--- src/rtl/mmio_uart_tx_pkg.sv ---
// Shared constants, state type and helpers for the memory-mapped UART transmitter.
// Register map, FSM encoding and STATUS bit positions live here so a future receiver can reuse them.
package mmio_uart_tx_pkg;

  localparam logic [11:0] IO_BASE     = 12'h001;
  localparam logic [1:0]  REG_TXDATA  = 2'd0;
  localparam logic [1:0]  REG_STATUS  = 2'd1;
  localparam logic [1:0]  REG_BAUDDIV = 2'd2;

  localparam int ST_EMPTY_BIT  = 0;
  localparam int ST_FULL_BIT   = 1;
  localparam int ST_BUSY_BIT   = 2;
  localparam int ST_OVF_BIT    = 3;
  localparam int ST_COUNT_LSB  = 4;
  localparam int ST_PARODD_BIT = 8;

  typedef enum logic [2:0] {
    TX_IDLE   = 3'd0,
    TX_START  = 3'd1,
    TX_DATA   = 3'd2,
    TX_PARITY = 3'd3,
    TX_STOP   = 3'd4
  } tx_state_e;

  function automatic logic [3:0] sat_count(input logic [31:0] n);
    return (n > 32'd15) ? 4'hF : n[3:0];
  endfunction

  // A programmed divisor of zero would stall the bit timer, so it behaves as one.
  function automatic logic [15:0] eff_div(input logic [15:0] d);
    return (d == 16'd0) ? 16'd1 : d;
  endfunction

endpackage

--- src/rtl/mmio_uart_tx_fifo.sv ---
// Synchronous FIFO with first-word fall-through output and occupancy count.
// A push into a full FIFO is accepted only when a pop happens in the same cycle.
module mmio_uart_tx_fifo #(
  parameter int WIDTH = 8,
  parameter int DEPTH = 8,
  localparam int AW = $clog2(DEPTH),
  localparam int CW = AW + 1
) (
  input  logic             CLK,
  input  logic             RST,
  input  logic             push,
  input  logic             pop,
  input  logic [WIDTH-1:0] din,
  output logic [WIDTH-1:0] dout,
  output logic             full,
  output logic             empty,
  output logic [CW-1:0]    count
);

  logic [WIDTH-1:0] mem [DEPTH];
  logic [AW-1:0]    wr_ptr;
  logic [AW-1:0]    rd_ptr;
  logic             do_push;
  logic             do_pop;

  assign do_pop  = pop && !empty;
  assign do_push = push && (!full || do_pop);
  assign full    = (count == CW'(DEPTH));
  assign empty   = (count == '0);
  assign dout    = mem[rd_ptr];

  always_ff @(posedge CLK) begin
    if (do_push) mem[wr_ptr] <= din;
  end

  // Pointers wrap naturally because DEPTH is a power of two.
  always_ff @(posedge CLK or posedge RST) begin
    if (RST) begin
      wr_ptr <= '0;
      rd_ptr <= '0;
      count  <= '0;
    end else begin
      if (do_push) wr_ptr <= wr_ptr + AW'(1);
      if (do_pop)  rd_ptr <= rd_ptr + AW'(1);
      if (do_push && !do_pop)      count <= count + CW'(1);
      else if (!do_push && do_pop) count <= count - CW'(1);
    end
  end

endmodule

--- src/rtl/mmio_uart_tx.sv ---
// Memory-mapped 8N1 UART transmitter in the 0x001xxxxx I/O window with a TX FIFO.
// Define UART_TX_PARITY_EN to add a parity bit after the data bits (STATUS[8] selects odd).
module mmio_uart_tx
  import mmio_uart_tx_pkg::*;
#(
  parameter int          FIFO_DEPTH   = 8,
  parameter logic [15:0] BAUD_DIV_RST = 16'd868
) (
  input  logic        CLK,
  input  logic        RST,
  input  logic [31:0] DADDR,
  input  logic [3:0]  DMWE,
  input  logic        DMRE,
  input  logic [31:0] DATAI,
  output logic [31:0] DATAO,
  output logic        TXD,
  output logic        IRQ
);

  localparam int CW = $clog2(FIFO_DEPTH) + 1;

  logic          sel;
  logic [1:0]    reg_sel;
  logic          push_req;
  logic          ovf_set;
  logic          ovf_clr;
  logic          baud_wr;
  logic          fifo_full;
  logic          fifo_empty;
  logic [CW-1:0] fifo_count;
  logic [7:0]    fifo_dout;
  logic          fsm_pop;
  tx_state_e     state;
  tx_state_e     state_n;
  logic [15:0]   baud_cnt;
  logic [15:0]   cnt_n;
  logic [2:0]    bit_cnt;
  logic [2:0]    bit_n;
  logic [7:0]    shreg;
  logic [7:0]    shreg_n;
  logic          bit_end;
  logic [15:0]   baud_div;
  logic [15:0]   div_eff;
  logic          ovf;
  logic [31:0]   status_val;
  logic [31:0]   rd_val;
  logic          unused_bits;
`ifdef UART_TX_PARITY_EN
  logic          par_odd;
  logic          par_bit;
  logic          par_bit_n;
`endif

  assign unused_bits = ^{DATAI[31:16], DMWE[3:2], DADDR[19:4], DADDR[1:0]};

  assign sel      = (DADDR[31:20] == IO_BASE);
  assign reg_sel  = DADDR[3:2];
  assign push_req = sel && (reg_sel == REG_TXDATA) && DMWE[0];
  assign ovf_clr  = sel && (reg_sel == REG_STATUS) && DMWE[0] && DATAI[ST_OVF_BIT];
  assign baud_wr  = sel && (reg_sel == REG_BAUDDIV);
  assign ovf_set  = push_req && fifo_full && !fsm_pop;
  assign div_eff  = eff_div(baud_div);
  assign bit_end  = (baud_cnt == 16'd1);
  assign IRQ      = fifo_empty && (state == TX_IDLE);

  mmio_uart_tx_fifo #(
    .WIDTH(8),
    .DEPTH(FIFO_DEPTH)
  ) u_fifo (
    .CLK   (CLK),
    .RST   (RST),
    .push  (push_req),
    .pop   (fsm_pop),
    .din   (DATAI[7:0]),
    .dout  (fifo_dout),
    .full  (fifo_full),
    .empty (fifo_empty),
    .count (fifo_count)
  );

  // The baud counter reloads from the live divisor at every bit start, so a
  // divisor change lands on the next bit boundary.
  always_comb begin
    state_n = state;
    cnt_n   = baud_cnt;
    bit_n   = bit_cnt;
    shreg_n = shreg;
    fsm_pop = 1'b0;
`ifdef UART_TX_PARITY_EN
    par_bit_n = par_bit;
`endif
    case (state)
      TX_IDLE: begin
        if (!fifo_empty) begin
          fsm_pop = 1'b1;
          shreg_n = fifo_dout;
`ifdef UART_TX_PARITY_EN
          par_bit_n = ^fifo_dout;
`endif
          cnt_n   = div_eff;
          state_n = TX_START;
        end
      end
      TX_START: begin
        if (bit_end) begin
          cnt_n   = div_eff;
          bit_n   = 3'd0;
          state_n = TX_DATA;
        end else begin
          cnt_n = baud_cnt - 16'd1;
        end
      end
      TX_DATA: begin
        if (bit_end) begin
          cnt_n   = div_eff;
          shreg_n = shreg >> 1;
          bit_n   = bit_cnt + 3'd1;
          if (bit_cnt == 3'd7) begin
`ifdef UART_TX_PARITY_EN
            state_n = TX_PARITY;
`else
            state_n = TX_STOP;
`endif
          end
        end else begin
          cnt_n = baud_cnt - 16'd1;
        end
      end
`ifdef UART_TX_PARITY_EN
      TX_PARITY: begin
        if (bit_end) begin
          cnt_n   = div_eff;
          state_n = TX_STOP;
        end else begin
          cnt_n = baud_cnt - 16'd1;
        end
      end
`endif
      TX_STOP: begin
        if (bit_end) begin
          if (!fifo_empty) begin
            fsm_pop = 1'b1;
            shreg_n = fifo_dout;
`ifdef UART_TX_PARITY_EN
            par_bit_n = ^fifo_dout;
`endif
            cnt_n   = div_eff;
            state_n = TX_START;
          end else begin
            state_n = TX_IDLE;
          end
        end else begin
          cnt_n = baud_cnt - 16'd1;
        end
      end
      default: state_n = TX_IDLE;
    endcase
  end

  always_ff @(posedge CLK or posedge RST) begin
    if (RST) begin
      state    <= TX_IDLE;
      baud_cnt <= 16'd0;
      bit_cnt  <= 3'd0;
      shreg    <= 8'd0;
    end else begin
      state    <= state_n;
      baud_cnt <= cnt_n;
      bit_cnt  <= bit_n;
      shreg    <= shreg_n;
    end
  end

`ifdef UART_TX_PARITY_EN
  always_ff @(posedge CLK or posedge RST) begin
    if (RST) begin
      par_bit <= 1'b0;
      par_odd <= 1'b0;
    end else begin
      par_bit <= par_bit_n;
      if (sel && (reg_sel == REG_STATUS) && DMWE[1]) par_odd <= DATAI[ST_PARODD_BIT];
    end
  end
`endif

  // TXD decodes straight from state so an asynchronous reset returns the line high at once.
  always_comb begin
    TXD = 1'b1;
    case (state)
      TX_START:  TXD = 1'b0;
      TX_DATA:   TXD = shreg[0];
`ifdef UART_TX_PARITY_EN
      TX_PARITY: TXD = par_bit ^ par_odd;
`endif
      default:   TXD = 1'b1;
    endcase
  end

  // Overflow set takes priority over a simultaneous software clear.
  always_ff @(posedge CLK or posedge RST) begin
    if (RST) begin
      baud_div <= BAUD_DIV_RST;
      ovf      <= 1'b0;
    end else begin
      if (baud_wr && DMWE[0]) baud_div[7:0]  <= DATAI[7:0];
      if (baud_wr && DMWE[1]) baud_div[15:8] <= DATAI[15:8];
      if (ovf_set)      ovf <= 1'b1;
      else if (ovf_clr) ovf <= 1'b0;
    end
  end

  always_comb begin
    status_val = '0;
    status_val[ST_EMPTY_BIT] = fifo_empty;
    status_val[ST_FULL_BIT]  = fifo_full;
    status_val[ST_BUSY_BIT]  = (state != TX_IDLE);
    status_val[ST_OVF_BIT]   = ovf;
    status_val[ST_COUNT_LSB +: 4] = sat_count(32'(fifo_count));
`ifdef UART_TX_PARITY_EN
    status_val[ST_PARODD_BIT] = par_odd;
`endif
  end

  always_comb begin
    rd_val = '0;
    if (sel) begin
      case (reg_sel)
        REG_STATUS:  rd_val = status_val;
        REG_BAUDDIV: rd_val = {16'd0, baud_div};
        default:     rd_val = '0;
      endcase
    end
  end

  always_ff @(posedge CLK or posedge RST) begin
    if (RST)       DATAO <= '0;
    else if (DMRE) DATAO <= rd_val;
  end

endmodule

--- config.mk ---
export PLATFORM = sky130hd
export DESIGN_NAME = mmio_uart_tx
export DESIGN_NICKNAME = d
export VERILOG_FILES = /design/src/rtl/mmio_uart_tx_pkg.sv /design/src/rtl/mmio_uart_tx_fifo.sv /design/src/rtl/mmio_uart_tx.sv
export SDC_FILE = /design/constraint.sdc
export NUM_CORES = 1
export LEC_CHECK = 0
export CORE_MARGIN = 4
export CORE_UTILIZATION = 56
export CTS_BUF_LIST = sky130_fd_sc_hd__clkbuf_4
export DETAILED_ROUTE_END_ITERATION = 8
export GPL_TIMING_DRIVEN = 0
export PLACE_DENSITY = 0.88
export SYNTH_ARGS = -nofsm -noshare
export SYNTH_HDL_FRONTEND = slang
export SYNTH_SLANG_ARGS = --single-unit
--- constraint.sdc ---
create_clock -name CLK -period 4.3 [get_ports CLK]
set_clock_uncertainty 0.2 [all_clocks]
set_input_delay 0.43 -clock CLK [delete_from_list [all_inputs] [get_ports CLK]]
set_output_delay 0.43 -clock CLK [all_outputs]
set_load 0.02 [all_outputs]
==> results of run 1 <==
## registers in the layout (all words and copies together), names as in the netlist
register and flops:
ovf 1, baud_div 16, u_fifo.rd_ptr 3, bit_cnt 3
baud_cnt 16, u_fifo.wr_ptr 3, u_fifo.mem 64, DATAO 16
u_fifo.count 4, shreg 8, state 3
## power groups by stage
stage	combinational (mW)	sequential, mW	clock [mW]
4_1_cts	1.06	1.70	0.909
3_5_place_dp	1.05	1.72	0
5_1_grt	1.16	1.73	0.979
3_3_place_gp	1.00	1.71	0
2_1_floorplan	0.817	1.68	0
6_report	1.07	1.71	0.906
## routing by layer
metal,vias up,global-route usage,wire [um]
met5,-,0,0
met4,0,0.09751,418
met3,50,0.05005,1274
met2,255,0.3786,7915
met1,2402,0.3054,6326
li1,2179,-,-
## cell families after synthesis
| family | Yosys count | synth area share |
|---|---|---|
| flip-flops | 137 | 0.5606 |
| AND/OR/NAND/NOR | 135 | 0.1119 |
| AO/OA/AOI/OAI | 113 | 0.1132 |
| buffers and inverters | 76 | 0.05305 |
| multiplexers | 51 | 0.1155 |
| adder cells (fa/ha/maj) | 14 | 0.02690 |
| XOR/XNOR | 14 | 0.01831 |
| other | 1 | 0.0005599 |
## cell usage after synthesis, types with 2 or more instances
cell type | n | area share
a211oi_1 | 4 | 0.0045
nand2_1 | 35 | 0.020
mux2_4 | 8 | 0.018
mux2i_1 | 9 | 0.013
or2_1 | 2 | 0.0019
nor4_4 | 2 | 0.0064
edfxtp_1 | 64 | 0.29
or3_1 | 4 | 0.0037
a211o_1 | 4 | 0.0052
buf_2 | 8 | 0.0060
a21oi_1 | 27 | 0.020
mux2_2 | 17 | 0.029
a22oi_1 | 11 | 0.012
nor3_1 | 14 | 0.010
buf_4 | 16 | 0.018
nor4b_1 | 4 | 0.0052
o21ai_1 | 10 | 0.0075
a21o_1 | 2 | 0.0022
nor4_1 | 12 | 0.011
clkbuf_1 | 15 | 0.0084
inv_1 | 33 | 0.018
o2111ai_1 | 2 | 0.0026
o31ai_1 | 4 | 0.0045
a221o_1 | 5 | 0.0075
o211ai_1 | 2 | 0.0022
nor2_1 | 24 | 0.013
and3_1 | 6 | 0.0056
nand4_1 | 6 | 0.0056
o21ai_0 | 15 | 0.011
ha_1 | 12 | 0.022
o2bb2ai_1 | 2 | 0.0026
nand3_1 | 9 | 0.0067
and4_1 | 2 | 0.0026
xnor2_1 | 11 | 0.014
dfstp_2 | 5 | 0.020
nand4b_1 | 2 | 0.0026
buf_1 | 4 | 0.0022
nand2b_1 | 2 | 0.0019
o22ai_1 | 10 | 0.0093
dfrtp_1 | 68 | 0.25
xor2_1 | 3 | 0.0039
mux4_2 | 16 | 0.054
a2111oi_0 | 2 | 0.0026
## through the flow
step	setup WS (ns)	utilization	cells	power [mW]	hold slack [ns]
2_1_floorplan	1.189	-	556	2.495	0.2489
3_3_place_gp	0.3062	0.6436	750	2.713	0.2740
3_5_place_dp	0.4215	0.6450	751	2.776	0.2964
4_1_cts	0.3564	0.6716	783	3.672	0.08553
5_1_grt	0.1418	0.6727	784	3.867	0.1053
6_report	0.2618	0.6727	784	3.683	0.1077
## area by class of cell
cell class	instances	share of cell area
multi-input cells	343	0.3413
well taps	143	0.02300
plain buffers	43	0.02975
flip-flops and latches	137	0.4826
clock inverters	14	0.02219
repair buffers	53	0.06755
clock buffers	18	0.01737
inverters	33	0.01624
## worst min-delay path by stage
| stage | depth (start not counted) | to | start | slack (ns) |
|---|---|---|---|---|
| 2_1_floorplan | 2 | ovf | ovf | 0.25 |
| 3_3_place_gp | 2 | ovf | ovf | 0.27 |
| 3_5_place_dp | 1 | shreg[5] | shreg[5] | 0.30 |
| 4_1_cts | 2 | DATAO[10] | DMRE | 0.09 |
| 5_1_grt | 2 | DATAO[10] | DMRE | 0.11 |
| 6_report | 2 | DATAO[13] | DMRE | 0.11 |
## critical path: cells and delay by family, from the launching register on
family                     cells  cell delay [ns]
xor gates and xnor gates       2             0.28
adders and majority gates      3             0.68
and+or+nand+nor                3             0.80
AOI/OAI and AO/OA              4             1.16
DFF                            1             0.43
buffers and inverters          3             0.38
==> flow_summary_export.csv, run 1 <==
group,metric,value,unit
status,status,"finished, final reports clean",
clock_network,cts_setup_buffers,0,
global_route,grt_util_all_layers,0.2327,
floorplanning,rows,39,
finish,syn_to_final_growth,16.16,%
worst_setup_path,reg2regPathDepth,15,
worst_setup_path,end_kind,"flop",
power,power.density,473.4,nW/um2
placed_design,placed_area,7460,um2
global_route,grt_max_degree,74,
placed_design,routabilityCongestion,0.9468,
timing,setup_viol,0,
logic_synthesis,ys_ff_latch,137,
logic_synthesis,yosysSeqAreaShare,0.5606,
power,ir_worst_vdd,0.2684,mV
floorplanning,die_h,117.4,um
clock_network,insertion_delay,0.57,ns
finish,fill_cells,814,
floorplanning,ioPinCount,105,
clock_network,cts_sinks,137,
logic_synthesis,synth_area_per_cell,12.38,um2
finish,layout_common_cells,"68 x dfrtp_1, 64 x edfxtp_1, 51 x clkdlybuf4s50_1, 35 x nand2_1, 32 x inv_1",
clock_network,cts_htree_levels,4,
worst_setup_path,worstPathMaxFanout,7,
clock_network,cts_root_buf,"clkbuf_4",
timing,fin_crit,4.038,ns
placed_design,port_buffers,51,
worst_setup_path,reg2reg_from,"baud_cnt[1]",
clock_network,cts.hold.buffers_added,0,
clock_network,clk_pin_slew_worst_paths,0.12,ns
placed_design,place_hpwl,11.21,mm
power,netSwitchingPower,1.217,mW
floorplanning,die-area,13770,um2
logic_synthesis,ys.flop_type,"dfrtp_1",
worst_setup_path,crit_chain,"inv_1, ha_1, nor4b_2, a41oi_2, o21ai_1, nand2_1, inv_1, ha_1, inv_1, ha_1, a21o_1, a21oi_1, xnor2_1, nor2_1, xor2_1",
worst_setup_path,r2r_end,"u_fifo.count[3]",
timing,fmax,0.2476,GHz
power,p_comb_frac,0.290,
clock_network,cts_resized,0,
worst_setup_path,critPathKind,"reg -> reg",
floorplanning,fp.coreArea,11560,um2
worst_setup_path,crit_path_max_incr_delay,0.46,ns
detailed_routing,antenna_left,0,
logic_synthesis,ys.warnings.count,0,
timing,period_share,0.9391,
min_path,min_path_type,"in -> reg",
timing,worst_slew_pin_slew,1.181,ns
finish,final_common_cell,"dfrtp_1",
timing,rsz0062_at_grt,"false",
clock_network,cts_tree,"done",
worst_setup_path,start_kind,"flop",
power,p_leak,3.025,nW
clock_network,clock_path_buffers,2,
logic_synthesis,async_reset_ff_frac,0.5328,
global_route,grt_antenna_before_repair,0,
power,netSwitchingFraction,0.3303,
timing,max-slew-margin-rel,0.2067,
global_route,gr-total-overflow,0,
detailed_routing,wl,15.93,mm
job,drv_cap,0,
detailed_routing,drtPass1Iterations,5,
timing,setup_tns,0,ns
worst_setup_path,r2r_slack,0.26,ns
worst_setup_path,endpoint,"u_fifo.count[3]",
power,intPower,2.467,mW
clock_network,cts_buffers,17,
floorplanning,floorplan.initialDensity,0.5791,
finish,final_area,7780,um2
global_route,grt_pass1_wl,25.52,mm
logic_synthesis,synthCells,541,
finish,fin_nets,712,
detailed_routing,drt-initial-drc-count,591,
worst_setup_path,cp_data_arrival_time,4.27,ns
worst_setup_path,cp-startpoint,"baud_cnt[1]",
finish,drive_above_1_share,0.1825,
detailed_routing,wire_per_inst,20.32,um
finish,multiInputGateArea,2655,um2
floorplanning,die_w,117.4,um
finish,antenna_cells,0,
worst_setup_path,cpMaxStageDelayCell,"o21ai_1",
finish,seq_area,3755,um2
worst_setup_path,crit_required,4.54,ns
timing,drv_slew,0,
detailed_routing,vias_per_cell,6.232,
detailed_routing,vias,4886,
timing,final-hold-violation-count,0,
global_route,grt_pass1_vias,4976,
power,p_clk_frac,0.246,
logic_synthesis,synth.distinct_cells,71,
logic_synthesis,syn_area,6698,um2
logic_synthesis,synth_edf_count,64,
detailed_routing,drc,0,
power,p_seq_frac,0.464,
No activity file was read; power rests on OpenSTA's default activity.
==> run 2, diff against run 1 <==
--- a/config.mk
+++ b/config.mk
@@ -5,12 +5,13 @@
 export SDC_FILE = /design/constraint.sdc
 export NUM_CORES = 1
 export LEC_CHECK = 0
-export CORE_MARGIN = 4
+export CORE_MARGIN = 2
 export CORE_UTILIZATION = 56
 export CTS_BUF_LIST = sky130_fd_sc_hd__clkbuf_4
 export DETAILED_ROUTE_END_ITERATION = 8
 export GPL_TIMING_DRIVEN = 0
 export PLACE_DENSITY = 0.88
+export REMOVE_ABC_BUFFERS = 1
 export SYNTH_ARGS = -nofsm -noshare
 export SYNTH_HDL_FRONTEND = slang
 export SYNTH_SLANG_ARGS = --single-unit
==> run 2 against run 1 <==
Via count fell by 2.4%; setup slack improved by 0.14 ns; sequential power rose by 6%; sequential share of layout area rose by 1.2 points; clock power rose by 1%; first-iteration DRC count fell by 24%; final area fell by 2.4%; fmax rose by 3.7%; count of clock-buffer cells in the layout rose by 1; total power fell by 0.27%; combinational power fell by 12%; largest power group unchanged; global-route usage rose by 3.1 points.
==> flow_summary_export.csv, run 2 (same netlist as run 1, synthesis figures left out) <==
group,metric,value,unit
clock_network,cts_resized,0,
finish,drive_above_1_share,0.1597,
finish,fin_nets,672,
worst_setup_path,crit_chain,"inv_1, ha_1, nor4b_2, a41oi_2, o21ai_1, nand2_1, inv_1, ha_1, inv_1, ha_1, a21o_1, a21oi_1, xnor2_1, nor2_1, xor2_1",
worst_setup_path,end_kind,"flop",
finish,largest_reg_flops,64,
power,power.density,483.9,nW/um2
global_route,gr-total-overflow,0,
detailed_routing,drt-initial-drc-count,450,
floorplanning,floorplan.initialDensity,0.5791,
clock_network,cts_root_buf,"clkbuf_4",
finish,seq_area,3755,um2
finish,final_cells,745,
worst_setup_path,crit_required,4.52,ns
timing,setup_viol,0,
worst_setup_path,crit_path_max_incr_delay,0.42,ns
detailed_routing,wl,15.70,mm
worst_setup_path,cp_data_arrival_time,4.11,ns
floorplanning,rows,39,
floorplanning,fp.coreArea,11560,um2
placed_design,place_hpwl,10.76,mm
worst_setup_path,critPathKind,"reg -> reg",
finish,layout_common_cells,"68 x dfrtp_1, 64 x edfxtp_1, 52 x clkdlybuf4s50_1, 35 x nand2_1, 32 x inv_1",
clock_network,insertion_delay,0.55,ns
timing,worst_slew_pin_slew,1.097,ns
clock_network,cts_htree_levels,4,
worst_setup_path,r2r_slack,0.41,ns
floorplanning,die_w,113.4,um
clock_network,cts_buffers,17,
clock_network,clock_path_buffers,2,
floorplanning,die-area,12850,um2
timing,setup_tns,0,ns
global_route,grt_antenna_before_repair,1,
timing,max-slew-margin-rel,0.2620,
detailed_routing,antenna_left,0,
worst_setup_path,cpMaxStageDelayCell,"dfrtp_1",
clock_network,clk_pin_slew_worst_paths,0.14,ns
finish,fill_cells,814,
power,p_leak,2.896,nW
min_path,min_path_type,"in -> async",
worst_setup_path,start_kind,"flop",
global_route,grt_pass1_vias,4774,
placed_design,routabilityCongestion,0.9215,
detailed_routing,drtPass1Iterations,7,
finish,multiInputGateArea,2666,um2
detailed_routing,drc,0,
detailed_routing,vias_per_cell,6.401,
placed_design,placed_cells,710,
floorplanning,die_h,113.4,um
power,total_power,3.673,mW
clock_network,cts.hold.buffers_added,0,
worst_setup_path,path_delay_family,"compound AO/OA/AOI/OAI gates",
clock_network,cts_sinks,137,
timing,period_share,0.9055,
status,status,"finished, final reports clean",
finish,final_area,7591,um2
global_route,grt_max_degree,74,
finish,syn_to_final_growth,13.34,%
finish,final_common_cell,"dfrtp_1",
global_route,grt_pass1_wl,25.83,mm
finish,top_register,"u_fifo.mem",
global_route,grt_util_all_layers,0.2640,
floorplanning,ioPinCount,105,
timing,drv_slew,0,
job,drv_cap,0,
placed_design,pre_cts_slack,0.4566,ns
worst_setup_path,cp_num_buf_inv,3,
timing,fin_crit,3.894,ns
placed_design,placed_area,7252,um2
timing,fin_ws,0.4063,ns
power,ir_worst_vdd,0.2554,mV
clock_network,cts_setup_buffers,0,
timing,rsz0062_at_grt,"false",
placed_design,port_buffers,52,
clock_network,cts_tree,"done",
worst_setup_path,worstPathMaxFanout,7,
detailed_routing,vias,4769,
timing,final-hold-violation-count,0,
timing,fmax,0.2568,GHz
detailed_routing,wire_per_inst,21.08,um
==> run 2: layout make-up <==
| class | instances | share of cell area |
|---|---|---|
| Timing Repair Buffer | 56 | 0.07252 |
| Tap cell | 143 | 0.02357 |
| Sequential cell | 137 | 0.4946 |
| Clock inverter | 13 | 0.02225 |
| Antenna cell | 1 | 0.0003297 |
| Inverter | 33 | 0.01665 |
| Multi-Input combinational cell | 343 | 0.3512 |
| Clock buffer | 19 | 0.01879 |
==> run 2: through the flow <==
stage          hold slack, ns  utilization
2_1_floorplan          0.2489            -
3_3_place_gp           0.2714       0.6245
4_1_cts                0.2403       0.6540
5_1_grt                0.2806       0.6564
6_report               0.2142       0.6564
3_5_place_dp           0.2935       0.6271
==> run 2: report_power, final <==
part           internal (mW)  leakage (nW)  switching (mW)
registers               1.52          1.51           0.304
clock network          0.423         0.169           0.492
logic                  0.520          1.22           0.417
total                   2.46          2.90            1.21
==> run 2: per-layer routing <==
metal,track usage,share of wire,wire length (um),up-vias
met1,0.3636,0.41,6367,2336
met5,0,0,0,-
met3,0.04981,0.079,1242,51
met2,0.4184,0.48,7610,273
met4,0.1081,0.031,480,0
li1,-,-,-,2109
==> run 2: worst paths after layout <==
kind | to | startpoint | cells past startpoint
worst max-delay path | u_fifo.count[3] | baud_cnt[1] | 15
worst max register to register | u_fifo.count[3] | baud_cnt[1] | 15
worst min-delay path | bit_cnt[0] | RST | 2
max in group asynchronous | DATAO[2] | RST | 2
worst min register to register | ovf | ovf | 2
min in group CLK | baud_div[14] | DATAI[14] | 2
==> run 2: worst register-to-register path, delay by kind of cell, from the launching register on <==
kind / cells / cell delay [ns]
adders and majority gates: 3 / 0.69
AOI/OAI and AO/OA: 4 / 1.10
buffers and inverters: 3 / 0.37
and+or+nand+nor: 3 / 0.73
xor gates and xnor gates: 2 / 0.27
DFF: 1 / 0.42
